$ cat src/rtl/cordic_arbiter.sv
// cordic_arbiter: round-robin sharing of one pipelined cordic_fu between
// NUM_REQ requesters. A tag shift register remembers who owns each in-flight
// op, and results come back through a credit-protected FWFT response FIFO.
module cordic_arbiter #(
    parameter int NUM_REQ    = 4,
    parameter int LATENCY    = 7,
    parameter int FIFO_DEPTH = 8
) (
    input  logic                                          clk,
    input  logic                                          rst,
    input  logic [NUM_REQ-1:0]                            req_valid,
    output logic [NUM_REQ-1:0]                            req_ready,
    input  logic [NUM_REQ*5-1:0]                          req_func,
    input  logic [NUM_REQ*18-1:0]                         req_op1,
    input  logic [NUM_REQ*18-1:0]                         req_op2,
    output logic                                          fu_valid_out,
    output logic [4:0]                                    fu_func_out,
    output logic [17:0]                                   fu_op1,
    output logic [17:0]                                   fu_op2,
    input  logic                                          fu_valid_in,
    input  logic [4:0]                                    fu_func_in,
    input  logic [25:0]                                   fu_result,
    input  logic                                          fu_override,
    input  logic [17:0]                                   fu_override_val,
    output logic                                          resp_valid,
    input  logic                                          resp_ready,
    output logic [$clog2(NUM_REQ > 1 ? NUM_REQ : 2)-1:0]  resp_id,
    output logic [4:0]                                    resp_func,
    output logic [25:0]                                   resp_result,
    output logic                                          resp_override,
    output logic [17:0]                                   resp_override_val,
    output logic                                          err
);

    localparam int ID_W = $clog2(NUM_REQ > 1 ? NUM_REQ : 2);
    localparam int PW   = $clog2(FIFO_DEPTH);
    localparam int CW   = $clog2(FIFO_DEPTH + 1);
    localparam int UW   = $clog2(FIFO_DEPTH + LATENCY + 1);
    localparam int DW   = $clog2(LATENCY + 1);

    typedef struct packed {
        logic [ID_W-1:0] id;
        logic [4:0]      func;
        logic [25:0]     result;
        logic            ovr;
        logic [17:0]     ovr_val;
    } resp_t;

    // state
    logic [DW-1:0]              drain_q;
    logic [ID_W-1:0]            rr_q, rr_d;
    logic [LATENCY-1:0]         tag_vld_q;
    logic [LATENCY-1:0][ID_W-1:0] tag_id_q;
    resp_t                      mem_q [FIFO_DEPTH];
    logic [PW-1:0]              wr_q, wr_d, rd_q, rd_d;
    logic [CW-1:0]              count_q, count_d;
    logic                       err_q, err_d;

    // combinational helpers
    logic            found, grant, issue_ok, live;
    logic [ID_W-1:0] winner;
    logic [UW-1:0]   inflight, used;
    logic            head_vld, push_req, do_push, pop, full, overflow, mismatch;
    resp_t           push_data;

    // credit accounting: FIFO occupancy plus ops still inside the FU
    always_comb begin
        inflight = '0;
        for (int k = 0; k < LATENCY; k++) begin
            inflight = inflight + UW'(tag_vld_q[k]);
        end
        used     = UW'(count_q) + inflight;
        live     = (drain_q == '0);
        issue_ok = live && (used < UW'(FIFO_DEPTH));
    end

    // round-robin search starting at the pointer, wrapping
    always_comb begin
        found  = 1'b0;
        winner = '0;
        for (int k = 0; k < NUM_REQ; k++) begin
            if (!found && req_valid[(int'(rr_q) + k) % NUM_REQ]) begin
                found  = 1'b1;
                winner = ID_W'((int'(rr_q) + k) % NUM_REQ);
            end
        end
        grant     = found && issue_ok;
        req_ready = '0;
        if (grant) req_ready[winner] = 1'b1;
        fu_valid_out = grant;
        fu_func_out  = req_func[5*int'(winner) +: 5];
        fu_op1       = req_op1[18*int'(winner) +: 18];
        fu_op2       = req_op2[18*int'(winner) +: 18];
        rr_d = rr_q;
        if (grant) rr_d = (int'(winner) == NUM_REQ - 1) ? '0 : winner + 1'b1;
    end

    // return path: match FU output against the tag head, push, flag protocol errors
    always_comb begin
        head_vld  = tag_vld_q[LATENCY-1];
        pop       = resp_valid && resp_ready;
        full      = (count_q == CW'(FIFO_DEPTH));
        push_req  = live && fu_valid_in && head_vld;
        do_push   = push_req && (!full || pop);
        overflow  = push_req && full && !pop;
        mismatch  = live && (fu_valid_in != head_vld);
        push_data = '{id: tag_id_q[LATENCY-1], func: fu_func_in, result: fu_result,
                      ovr: fu_override, ovr_val: fu_override_val};
        wr_d      = wr_q;
        rd_d      = rd_q;
        if (do_push) wr_d = (int'(wr_q) == FIFO_DEPTH - 1) ? '0 : wr_q + 1'b1;
        if (pop)     rd_d = (int'(rd_q) == FIFO_DEPTH - 1) ? '0 : rd_q + 1'b1;
        count_d   = count_q + CW'(do_push) - CW'(pop);
        err_d     = err_q || overflow || mismatch;
    end

    // control state; the drain counter covers the unreset FU valid pipeline
    always_ff @(posedge clk) begin
        if (rst) begin
            drain_q   <= DW'(LATENCY);
            rr_q      <= '0;
            tag_vld_q <= '0;
            tag_id_q  <= '0;
            wr_q      <= '0;
            rd_q      <= '0;
            count_q   <= '0;
            err_q     <= 1'b0;
        end else begin
            if (drain_q != '0) drain_q <= drain_q - 1'b1;
            rr_q        <= rr_d;
            tag_vld_q[0] <= grant;
            tag_id_q[0]  <= winner;
            for (int k = 1; k < LATENCY; k++) begin
                tag_vld_q[k] <= tag_vld_q[k-1];
                tag_id_q[k]  <= tag_id_q[k-1];
            end
            wr_q    <= wr_d;
            rd_q    <= rd_d;
            count_q <= count_d;
            err_q   <= err_d;
        end
    end

    // FIFO payload storage; occupancy tracking makes a reset unnecessary here
    always_ff @(posedge clk) begin
        if (do_push) mem_q[wr_q] <= push_data;
    end

    assign resp_valid        = (count_q != '0);
    assign resp_id           = mem_q[rd_q].id;
    assign resp_func         = mem_q[rd_q].func;
    assign resp_result       = mem_q[rd_q].result;
    assign resp_override     = mem_q[rd_q].ovr;
    assign resp_override_val = mem_q[rd_q].ovr_val;
    assign err               = err_q;

endmodule

$ cat config.mk
export PLATFORM = sky130hd
export DESIGN_NAME = cordic_arbiter
export DESIGN_NICKNAME = d
export VERILOG_FILES = /design/src/rtl/cordic_arbiter.sv
export SDC_FILE = /design/constraint.sdc
export NUM_CORES = 1
export LEC_CHECK = 0
export CAP_MARGIN = 20
export CORE_MARGIN = 4
export CORE_UTILIZATION = 50
export DETAILED_ROUTE_END_ITERATION = 10
export HOLD_SLACK_MARGIN = 0.12
export PLACE_DENSITY = 0.74
export SLEW_MARGIN = 20
export SYNTH_ARGS = -nofsm -noshare
export SYNTH_HDL_FRONTEND = slang
export SYNTH_SLANG_ARGS = --single-unit
$ cat constraint.sdc
create_clock -name clk -period 17.1 [get_ports clk]
set_clock_uncertainty 0.05 [all_clocks]
set_input_delay 2.565 -clock clk [delete_from_list [all_inputs] [get_ports clk]]
set_output_delay 2.565 -clock clk [all_outputs]
set_load 0.03 [all_outputs]
==> summary.txt, run 1 <==
Worst setup path
  • CP delay by family, top: buffers and inverters
  • Cell chain of the critical path: clkdlybuf4s50_1 > a21o_1 > a21oi_1 > o22a_4 > buf_4 > mux2i_1 > mux2i_1 > clkdlybuf4s50_1
  • Critical R2R Launch: tag_vld_q[0]$_SDFF_PP0_
  • WP buf/inv: 3
  • Crit path kind: primary input to output pin
  • Reg-to-Reg End: rr_q[0]$_SDFFE_PP0P_
  • WP data required: approximately 14000 ps
  • CP max FO: ~70
  • Critical path capture point type: output pin
  • Crit path DAT: ~5800 ps
  • Reg2Reg Depth: 11
  • CP max-delay cell: buf_4
  • Reg2reg setup slack: ~14000 ps
  • Critical path's largest stage delay: about 870 ps
  • Critical path launch point type: primary input

Routing
  • Vias: between 9000 and 10000
  • Via density: between 5 and 6
  • TritonRoute pass-1 iters: 4
  • ANT nets after route: 0
  • WL/cell: between 20 and 25 um
  • Final wirelength: roughly 45000 um
  • DRC viols: 0
  • Initial drt markers: about 470

Clocking
  • Root Buffer: clkbuf_16
  • Hold_buf cts: 0
  • H-Tree Depth: 2
  • Post-CTS Resized: 0
  • Clock transition at the registers of the reported paths: about 60 ps
  • Clk buf depth: 3
  • CTS tree: done
  • TritonCTS Sinks: 456
  • Post-CTS setup buffers: 0
  • Clk Latency, worst-skew pair: 530 ps
  • Num CTS Buffers: between 40 and 50

Die
  • Initial Util: 0.510
  • Die H: 202 um
  • Full die area: between 40000 and 50000 um2
  • Io pins: 322
  • Num rows: 70
  • Core footprint: approximately 37000 um2
  • Die width: 202 um

Synthesis
  • Largest family of logic cells by synthesized area: multiplexers
  • Synth async-reset ratio: 0
  • Number of cells produced by synthesis: just over 900
  • Synth Area in XOR/XNOR: 0.00232
  • Adder-Cell Fraction of Synth Area: 0.0182
  • Post-synthesis compound-gate area fraction: 0.00663
  • Post-Syn Area: about 19000 um2
  • Distinct cell type count after synthesis: 44
  • Sequential share of the synthesized area: 0.705
  • EDFF count, synth: 416
  • Syn Nets: approximately 1200
  • Post-Synth Simple-Gate Area: 0.0210
  • Post-synthesis mux area share: 0.223
  • #FFs+latches synth: between 400 and 500
  • Synth warnings: 0
  • Ys flop type: edfxtp_1
  • Syn_area_per_cell: 20.3 um2

STA
  • RSZ-0062 raised after global routing: false
  • Slew Viols, Final: 0
  • Period Utilization, post-route: 0.494
  • Fin. Hold Viols: 0
  • Setup TNS: 0 ps
  • Endpoints failing setup: 0
  • Slew @ Worst Pin: approximately 1100 ps
  • Fmax: about 120 MHz
  • Final worst slack: about 8700 ps
  • Max-slew headroom: 0.270
  • Final Critical Period: 8440 ps

Place
  • Placed Area: around 23000 um2
  • Routability cong.: 0.908
  • Port Buf Inserts: 321
  • DP HPWL: roughly 29000 um
  • Post-place setup slack: approximately 8700 ps
  • Placed Cells: about 1700

Layout
  • Commonest non-fill, non-tap cells in the layout: edfxtp_1, clkdlybuf4s50_1, mux2i_1, mux4_2, mux2_2
  • Post-route cell area: about 24000 um2
  • Share of cells above drive strength 1: 0.203
  • Nets: about 1500
  • # fillers: around 2600
  • Area Overhead vs Synth: 27.3%
  • Final Non-Filler Cells: approximately 1800
  • Most common cell after layout, fill and taps aside: edfxtp_1

Pwr
  • P per Cell Area: between 100 and 150 nW/um2
  • Maximum VDD drop: between 0.08 and 0.09 mV
  • Overall Power: around 2.8 mW
  • Static leakage: 7.87 nW

Global route
  • First-pass GRT wire length: 66400 um
  • Remaining global-route overflow: 0
  • Initial antenna violation count: 19
  • All-Layer GR Usage: 0.216
  • Pin count of the biggest net entering global routing: 69
  • Vias in the first global route: ~11000

Min path
  • Hold WC Path Type: flop to flop
  • Critical hold path startpoint: tag_id_q[3]$_SDFF_PP0_
  • Cells on Worst Hold Path: 1
  • WHS Endpoint: tag_id_q[5]$_SDFF_PP0_

Job
  • Max-Cap Viols: 0

Outcome
  • Run status: completed
## per-layer routing
metal,up-vias,global-route usage,wire [um]
met1,5072,0.245,16000
met2,366,0.396,24100
met4,4,0.0948,2020
li1,4447,-,-
met5,-,0,27
met3,94,0.0449,2740
## stage by stage
step | util | hold slack [ps]
after global placement | 0.610 | 370
after detailed placement | 0.610 | 374
final | 0.650 | 380
after floorplan | - | 364
after CTS | 0.649 | 382
after global routing | 0.650 | 405
## power breakdown
part / switching [mW] / internal, mW
Clock: 0.399 / 0.549
Combinational: 0.260 / 0.298
Sequential: 0.0331 / 1.22
## how the worst max path moves through the flow
stage	startpoint	to	slack, ps	depth (start not counted)
2_1_floorplan	resp_ready	mem_q[4][0]$_DFFE_PP_	7920	4
3_3_place_gp	req_valid[0]	fu_op1[15]	8710	8
3_5_place_dp	req_valid[0]	fu_op1[15]	8680	8
4_1_cts	req_valid[0]	fu_op1[15]	8670	8
5_1_grt	req_valid[0]	fu_op1[9]	8440	8
6_report	req_valid[0]	fu_op1[7]	8660	8
## synth_stat cells, drive strengths merged, types with 4 or more instances
master | instances | share of area
edfxtp | 416 | 0.66
mux2i | 125 | 0.066
mux4 | 104 | 0.12
mux2 | 54 | 0.032
dfxtp | 40 | 0.042
buf | 32 | 0.016
ha | 21 | 0.014
inv | 20 | 0.0040
nor2b | 20 | 0.0066
clkbuf | 17 | 0.0038
nor2 | 15 | 0.0030
a21oi | 12 | 0.0032
nand2 | 8 | 0.0016
nand2b | 6 | 0.0020
and2 | 4 | 0.0013
fa | 4 | 0.0042
nor3 | 4 | 0.0017
## state kept, by name, indices dropped and copies added, names as in the netlist, named ones only
signal,flops
mem_q,416
tag_id_q,12
tag_vld_q,7
count_q,4
drain_q,3
rd_q,3
wr_q,3
push_data,2
rr_q,2
err,1
## cell families after synthesis
kind of cell | after synthesis
DFF | 456
muxes | 283
and+or+nand+nor | 70
buffers and inverters | 69
adders and majority gates | 25
AOI/OAI and AO/OA | 21
xor gates and xnor gates | 5
## cell type report
| type | count | area (um2) | share of cell area |
|---|---|---|---|
| clock inverter | 30 | 251 | 0.0105 |
| antenna | 11 | 27.5 | 0.00115 |
| timing repair buffer | 341 | 3360 | 0.140 |
| clock buffer | 50 | 1190 | 0.0496 |
| tap | 504 | 631 | 0.0262 |
| multi-input combinational | 404 | 5190 | 0.216 |
| inverter | 20 | 75.1 | 0.00312 |
| sequential | 456 | 13300 | 0.554 |
Power figures use the tool's default switching activity.
==> run 2, diff against run 1 <==
- CORE_UTILIZATION: 50 -> 48
- clock period: 17.1 -> 7.35 ns (I/O delays scaled with it)
==> run 2 against run 1 <==
  * Sequential share of layout area down 0.14 points
  * Critical path depth up 4
  * Clock power up 140%
  * Core utilization down 2.8 points
  * Cell area up 0.25%
  * Global-route usage down 0.92 points
  * Largest power group unchanged
  * Highest routed layer unchanged
==> summary.txt, run 2 (synthesis results as in run 1) <==
Outcome
  • Run status: completed

Job
  • Max-Cap Viols: 0

Worst setup path
  • CP max FO: 7
  • CP max-delay cell: clkdlybuf4s50_1
  • Critical path capture point type: output pin
  • Critical path's largest stage delay: approximately 700 ps
  • Crit path kind: flop to output pin
  • Crit path DAT: roughly 4300 ps
  • Critical path launch point type: flop
  • Cell chain of the critical path: fa_1 > inv_1 > fa_1 > inv_1 > fa_1 > ha_1 > a31o_2 > a21oi_1 > xnor2_1 > nor3_4 > and2_1 > clkdlybuf4s50_1
  • WP data required: slightly above 6000 ps
  • Most frequent CP cell: fa_1

STA
  • Period Utilization, post-route: 0.735
  • Setup TNS: 0 ps
  • Fin. Hold Viols: 0
  • Slew Viols, Final: 0
  • RSZ-0062 raised after global routing: false
  • Endpoints failing setup: 0
  • Fmax: ~190 MHz
  • Slew @ Worst Pin: between 1000 and 1500 ps
  • Max-slew headroom: 0.289
  • Final Critical Period: between 5000 and 6000 ps
  • Final worst slack: about 1900 ps

Routing
  • ANT nets after route: 0
  • DRC viols: 0
  • Via density: about 5.4
  • Final wirelength: between 40000 and 50000 um
  • WL/cell: approximately 24 um
  • TritonRoute pass-1 iters: 5
  • Initial drt markers: ~620
  • Vias: between 9000 and 10000

Die
  • Full die area: about 43000 um2
  • Num rows: just over 70
  • Die width: between 200 and 250 um
  • Die H: about 210 um
  • Initial Util: 0.487
  • Io pins: between 300 and 400
  • Core footprint: 38700 um2

Min path
  • Hold WC Path Type: flop to flop

Global route
  • Initial antenna violation count: 5
  • Remaining global-route overflow: 0
  • Pin count of the biggest net entering global routing: 73
  • All-Layer GR Usage: 0.207
  • First-pass GRT wire length: approximately 65000 um
  • Vias in the first global route: 10607

Pwr
  • Overall Power: ~6.5 mW
  • Static leakage: approximately 7.9 nW
  • P per Cell Area: between 200 and 300 nW/um2
  • Maximum VDD drop: ~0.16 mV

Place
  • Post-place setup slack: between 2000 and 2500 ps
  • Port Buf Inserts: between 300 and 400
  • DP HPWL: approximately 28000 um
  • Placed Cells: ~1700
  • Routability cong.: 0.929

Clocking
  • Hold_buf cts: 0
  • TritonCTS Sinks: between 400 and 500
  • CTS tree: done
  • Clock transition at the registers of the reported paths: about 60 ps
  • H-Tree Depth: 2
  • Post-CTS Resized: 0
  • Post-CTS setup buffers: 0
  • Num CTS Buffers: 44
  • Clk Latency, worst-skew pair: 540 ps
  • Clk buf depth: 3
  • Root Buffer: clkbuf_16

Layout
  • Final Non-Filler Cells: 1823
  • Area Overhead vs Synth: 27.7%
  • Number of flip-flops in the largest register: 416
  • Nets: approximately 1500
  • Largest regs: mem_q: 416 flops, tag_id_q: 12 flops, tag_vld_q: 7 flops
  • Commonest non-fill, non-tap cells in the layout: edfxtp_1, clkdlybuf4s50_1, mux2i_1, mux4_2, mux2_2
  • Share of cells above drive strength 1: 0.197
  • Largest Register: mem_q
  • Layout Utilization: 0.622
  • Most common cell after layout, fill and taps aside: edfxtp_1
[run 2: changes by cell type in the layout (fill, tap and decap cells not counted), sizes merged]
cell      previous run  this run
buf                 20        19
bufinv               3         5
clkbuf              50        58
clkinv              23        13
clkinvlp             3         1
diode               11         4
inv                 21        24
[run 2: worst paths after layout]
kind	end	slack, ps	cells past startpoint	startpoint
worst max-delay path	req_ready[1]	1950	12	tag_vld_q[0]$_SDFF_PP0_
worst min-delay path	push_data[51]$_SDFF_PP0_	380	1	tag_id_q[11]$_SDFF_PP0_
worst max register to register	rr_q[0]$_SDFFE_PP0P_	3970	11	tag_vld_q[0]$_SDFF_PP0_
worst min register to register	push_data[51]$_SDFF_PP0_	380	1	tag_id_q[11]$_SDFF_PP0_
[run 2: area by class of cell]
class	instances	area, um2
Antenna cell	4	10.0
Clock buffer	58	1190
Clock inverter	23	251
Fill cell	2778	14700
Inverter	20	75.1
Multi-Input combinational cell	404	5200
Sequential cell	456	13300
Tap cell	518	648
Timing Repair Buffer	340	3400
[run 2: where the power goes]
group | switching, mW | total, mW | internal, mW
clock | 0.917 | 2.24 | 1.33
sequential | 0.0621 | 2.91 | 2.84
combinational | 0.627 | 1.34 | 0.708
[run 2: routing by layer]
metal  wire [um]  global-route usage
met1       15500               0.229
met2       24100               0.382
met3        2430              0.0452
met4        2140              0.0934
met5          25                   0
[run 2: critical path: cells and delay by family (launching register included)]
| kind | cells | cell delay [ps] |
|---|---|---|
| XOR/XNOR | 1 | 130 |
| flip-flops | 1 | 330 |
| buffers and inverters | 3 | 800 |
| AO/OA/AOI/OAI | 2 | 410 |
| AND/OR/NAND/NOR | 2 | 420 |
| adder cells (fa/ha/maj) | 4 | 1650 |
[run 2: stage by stage]
step | cell area (um2) | hold WS (ps)
6_report | 24100 | 385
5_1_grt | 24100 | 410
4_1_cts | 24000 | 386
3_5_place_dp | 22600 | 371
3_3_place_gp | 22600 | 370
2_1_floorplan | 18900 | 364
==> patch 1 (flow settings as in run 2) <==
The parameter `LATENCY` goes from 7 to 9.
--- a/src/rtl/cordic_arbiter.sv
+++ b/src/rtl/cordic_arbiter.sv
@@ -3,7 +3,7 @@
 // op, and results come back through a credit-protected FWFT response FIFO.
 module cordic_arbiter #(
     parameter int NUM_REQ    = 4,
-    parameter int LATENCY    = 7,
+    parameter int LATENCY    = 9,
     parameter int FIFO_DEPTH = 8
 ) (
     input  logic                                          clk,
Formal check against the unedited RTL: no difference found for any inputs over 4 cycles, from zero or initial values and one cycle with rst high; that may be too few to reach the edited logic, so the function may still have changed.
==> patch 1 against run 2 <==
- total power up 0.86%
- cell area up 0.61%
- non-clock buffer count down 4
- wire length up 1.3%
- setup slack better by 0.082 ns
- sequential share of layout area up 0.24 points
- synthesized area up 1.2%
- sequential cell count up 7
- global-route usage down 0.18 points
- critical path type unchanged
- critical endpoint is now req_ready[3]
- largest power group unchanged
- highest routed layer unchanged
==> patch 1: results (changes against run 2) <==
Worst EP arrival 4.17 ns (-0.08 ns); Top Registers mem_q (416), tag_id_q (16), tag_vld_q (9); Synthesized Nets 1202 (+2.2%); largest net degree at the start of global routing 68 (-6.8%); initial antenna violation count 14 (+9); Detailed Route WL 44.7 mm (+1.3%); Overall Global Routing Usage 0.205 (-0.00183); Synth area leaders edfxtp_1 (65%), mux4_2 (12%), mux2i_1 (6.6%), dfxtp_1 (4.9%), mux2_2 (3.1%); net count reported at finish 1534 (+1.4%); Netlist cell types 45 (+2.3%); VDD IR max 0.204 mV (+26%); TritonRoute pass-1 iters 4 (-1); first-pass GRT wire length 66.9 mm (+3.4%); most common library cells after synthesis edfxtp_1 (416), mux2i_1 (125), mux4_2 (101), mux2_2 (52), dfxtp_1 (47); critical path fanouts, max 9 (+2); max_slew headroom 0.347 (+0.0576); Internal Power 4.89 mW (+0.32%); routability cong. 0.897 (-3.5%); vias per cell 5.43 (+0.11%); layout cells sized above 1 0.187 (-0.0103); initial DRC count 537 (-13%); status finished clean; EDFF count, synth 416 (unchanged); register area share after synthesis 0.704 (-0.000878); placed cell areas 22800 um^2 (+0.87%); vias in the first global route 11000 (+3.3%)
[patch 1: cell count changes after synthesis, sizes merged, moves of 2 or more]
cell,change
nor2,+10
dfxtp,+7
inv,+5
nor2b,+5
a21oi,-3
nor4,-3
clkbuf,+2
fa,+2
mux2,-2
nand2b,-2
nor4b,-2
[patch 1: cells by family (layout without fill, tap and decap cells)]
family / count (synthesis) / count (layout) / share of synthesized area
flip-flops: 463 / 463 / 0.704
multiplexers: 281 / 281 / 0.219
AND/OR/NAND/NOR: 81 / 81 / 0.0231
buffers and inverters: 76 / 442 / 0.0246
adder cells (fa/ha/maj): 27 / 27 / 0.0201
AO/OA/AOI/OAI: 21 / 21 / 0.00734
XOR/XNOR: 4 / 4 / 0.00184
other: 0 / 9 / 0
[patch 1: critical path, stage by stage, from the launching register on]
cell and delay [ns]:
dfxtp_1 0.32, fa_1 0.54, inv_1 0.07, fa_1 0.42
fa_1 0.51, inv_1 0.04, ha_1 0.25, and3b_1 0.16
o21ai_0 0.13, and3_1 0.34, and2_1 0.18, clkdlybuf4s50_1 0.67
[patch 1: power by group through the flow]
stage / clock network [mW] / registers, mW / logic [mW]
after floorplan: 0 / 2.96 / 0.990
after CTS: 2.24 / 2.98 / 1.40
after global routing: 2.36 / 2.99 / 1.47
after detailed placement: 0 / 3.04 / 1.39
after global placement: 0 / 3.04 / 1.38
final: 2.19 / 2.97 / 1.37
[patch 1: area by class of cell]
type                            instances  area, um^2  area share
Sequential cell                       463       13400       0.555
Tap cell                              518         648      0.0267
Clock buffer                           55        1220      0.0502
Inverter                               25        93.8     0.00387
Timing Repair Buffer                  336        3350       0.138
Antenna cell                            9        22.5    0.000929
Clock inverter                         26         196     0.00811
Multi-Input combinational cell        414        5270       0.217
[patch 1: stage by stage]
stage	setup slack, ns	power, mW	hold slack (ns)	cells
2_1_floorplan	1.37	3.95	0.364	953
3_3_place_gp	2.20	4.41	0.368	1756
3_5_place_dp	2.14	4.42	0.374	1756
4_1_cts	1.97	6.62	0.386	1837
5_1_grt	1.78	6.82	0.403	1846
6_report	2.03	6.54	0.385	1846
[patch 1: path summary, 6_finish.rpt]
check,start,to,slack [ns],cells past startpoint
setup / recovery,tag_vld_q[5],req_ready[3],2.03,11
setup reg to reg,count_q[2],mem_q[4][44],3.99,8
hold reg to reg,tag_id_q[12],tag_id_q[14],0.38,1
hold / removal,tag_id_q[12],tag_id_q[14],0.38,1
[patch 1: metal layers]
| layer | vias up | track usage | share of wire | routed length, um |
|---|---|---|---|---|
| met1 | 5058 | 0.234 | 0.36 | 15900 |
| met4 | 2 | 0.0964 | 0.036 | 1620 |
| met2 | 379 | 0.370 | 0.54 | 24300 |
| li1 | 4505 | - | - | - |
| met5 | - | 0 | 0.00025 | 11 |
| met3 | 78 | 0.0428 | 0.064 | 2850 |
==> patch 2 (settings of run 2) <==
Without the edit above. One comparison of `count_q` changes from == to >=.
--- a/src/rtl/cordic_arbiter.sv
+++ b/src/rtl/cordic_arbiter.sv
@@ -99,7 +99,7 @@
     always_comb begin
         head_vld  = tag_vld_q[LATENCY-1];
         pop       = resp_valid && resp_ready;
-        full      = (count_q == CW'(FIFO_DEPTH));
+        full      = (count_q >= CW'(FIFO_DEPTH));
         push_req  = live && fu_valid_in && head_vld;
         do_push   = push_req && (!full || pop);
         overflow  = push_req && full && !pop;
Function: same outputs for any inputs over 4 cycles, from zero or initial values and one cycle with rst high; that may be too few to reach the edited logic, so the function may still have changed.
==> patch 2 against run 2 <==
- wire length grew 12%
- total power grew 0.80%
- final cell count grew 13%
- die area grew 5.8%
- combinational power grew 7%
- sequential cell count is the same
- first-iteration DRC count grew 50%
- synthesized area grew 6.1%
- critical path depth shrank 4
- cell area grew 4.5%
- global-route usage grew 0.77 points
- setup slack lost 0.37 ns
- highest routed layer unchanged
==> patch 2: results (changes against run 2) <==
TritonRoute pass-1 iters 4 (-1); routability cong. 0.901 (-3.0%); Top Registers mem_q (416), tag_id_q (12), tag_vld_q (7); status finished clean; max_slew headroom 0.303 (+0.0142); CTS Buf Count 42 (-4.5%); Overall Global Routing Usage 0.215 (+0.00769); largest net degree at the start of global routing 104 (+42%); Worst EP arrival 4.62 ns (+0.37 ns); vias in the first global route 12500 (+18%); CP Launch Point req_valid[3]; net count reported at finish 1730 (+14%); Netlist cell types 49 (+11%); Detailed Route WL 49.4 mm (+12%); Setup crit end fu_op2[15]; critical path fanouts, max 94 (+87); initial antenna violation count 6 (+1); first-pass GRT wire length 73.7 mm (+14%); most common library cells after synthesis edfxtp_1 (416), mux4_2 (104), nand3_1 (86), clkbuf_1 (63); R2R cell count 8 (-3); Synth area leaders edfxtp_1 (62%), mux4_2 (12%), dfxtp_1 (4.0%), mux2_2 (3.0%), nand3_1 (2.2%); register area share after synthesis 0.664 (-0.0402); placed cell areas 23700 um^2 (+4.9%); initial DRC count 929 (+50%); deepest clock path buffer count 3 (unchanged); vias 12100 (+23%); FILL cells 2968 (+6.8%); Post-DP HPWL 30.8 mm (+11%); layout cells sized above 1 0.179 (-0.0182); r2r endpoint rr_q[1]; Reg2Reg Setup Slack 3.77 ns (-0.20 ns); Pleak 8.08 nW (+2.6%); VDD IR max 0.142 mV (-13%); Synthesized Nets 1445 (+23%)
-- patch 2: changes by cell type after synthesis, moves of 5 or more --
cell / run 2 / this run
buf_8: 5 / 0
nand2_1: 8 / 53
nor2b_1: 20 / 25
buf_1: 1 / 13
a21bo_1: 0 / 41
a32oi_1: 0 / 41
a221oi_1: 0 / 41
nor3b_1: 2 / 41
buf_2: 15 / 23
nor4_1: 3 / 43
mux2i_1: 125 / 1
clkbuf_1: 15 / 63
nand3_1: 2 / 86
-- patch 2: logic make-up after synthesis --
group	after synthesis	synth area share
AO/OA/AOI/OAI	149	0.0646
AND/OR/NAND/NOR	286	0.0788
flip-flops	456	0.664
buffers and inverters	122	0.0266
XOR/XNOR	4	0.00175
multiplexers	158	0.147
adder cells (fa/ha/maj)	24	0.0165
-- patch 2: worst min path at each step --
stage	from	end	slack, ns	depth (start not counted)
after floorplan	tag_id_q[10]	push_data[50]	0.36	1
after global placement	tag_id_q[2]	tag_id_q[4]	0.37	1
after detailed placement	tag_id_q[4]	tag_id_q[6]	0.37	1
after CTS	tag_id_q[4]	tag_id_q[6]	0.39	1
after global routing	tag_id_q[5]	tag_id_q[7]	0.41	1
final	tag_id_q[4]	tag_id_q[6]	0.38	1
-- patch 2: per-stage QoR --
step                 util  worst slack, ns  std cells
floorplan               -            0.166       1199
global placement    0.578             1.74       1971
detailed placement  0.578             1.67       1971
CTS                 0.613             1.64       2049
global route        0.613             1.36       2052
finish              0.613             1.58       2053
-- patch 2: routing by layer --
layer	vias up	share of wire	GRT usage	wire, um
li1	5472	-	-	-
met1	6082	0.38	0.265	18700
met2	458	0.50	0.356	24500
met3	112	0.068	0.0494	3370
met4	6	0.054	0.111	2670
met5	-	0.0012	0	60
-- patch 2: worst max-delay path, cell delays in order --
cell and delay [ns]:
clkdlybuf4s50_1 0.55, nor2b_4 0.15, buf_4 0.40, or4_4 0.80, buf_4 0.44, nand3_1 0.11
a32oi_1 0.26, clkdlybuf4s50_1 0.72
-- patch 2: final cells by class --
type                            instances  area, um^2  area share
Sequential cell                       456       13300       0.529
Multi-Input combinational cell        621        6270       0.249
Timing Repair Buffer                  347        3430       0.136
Clock buffer                           58        1170      0.0466
Tap cell                              532         666      0.0265
Clock inverter                         20         249     0.00990
Inverter                               16        60.1     0.00239
Antenna cell                            3        7.51    0.000298
-- patch 2: power breakdown --
group	total, mW	internal [mW]	switching [mW]	leakage, nW
Sequential	2.91	2.84	0.0643	4.07
Clock	2.20	1.30	0.903	0.691
Combinational	1.43	0.734	0.691	3.32
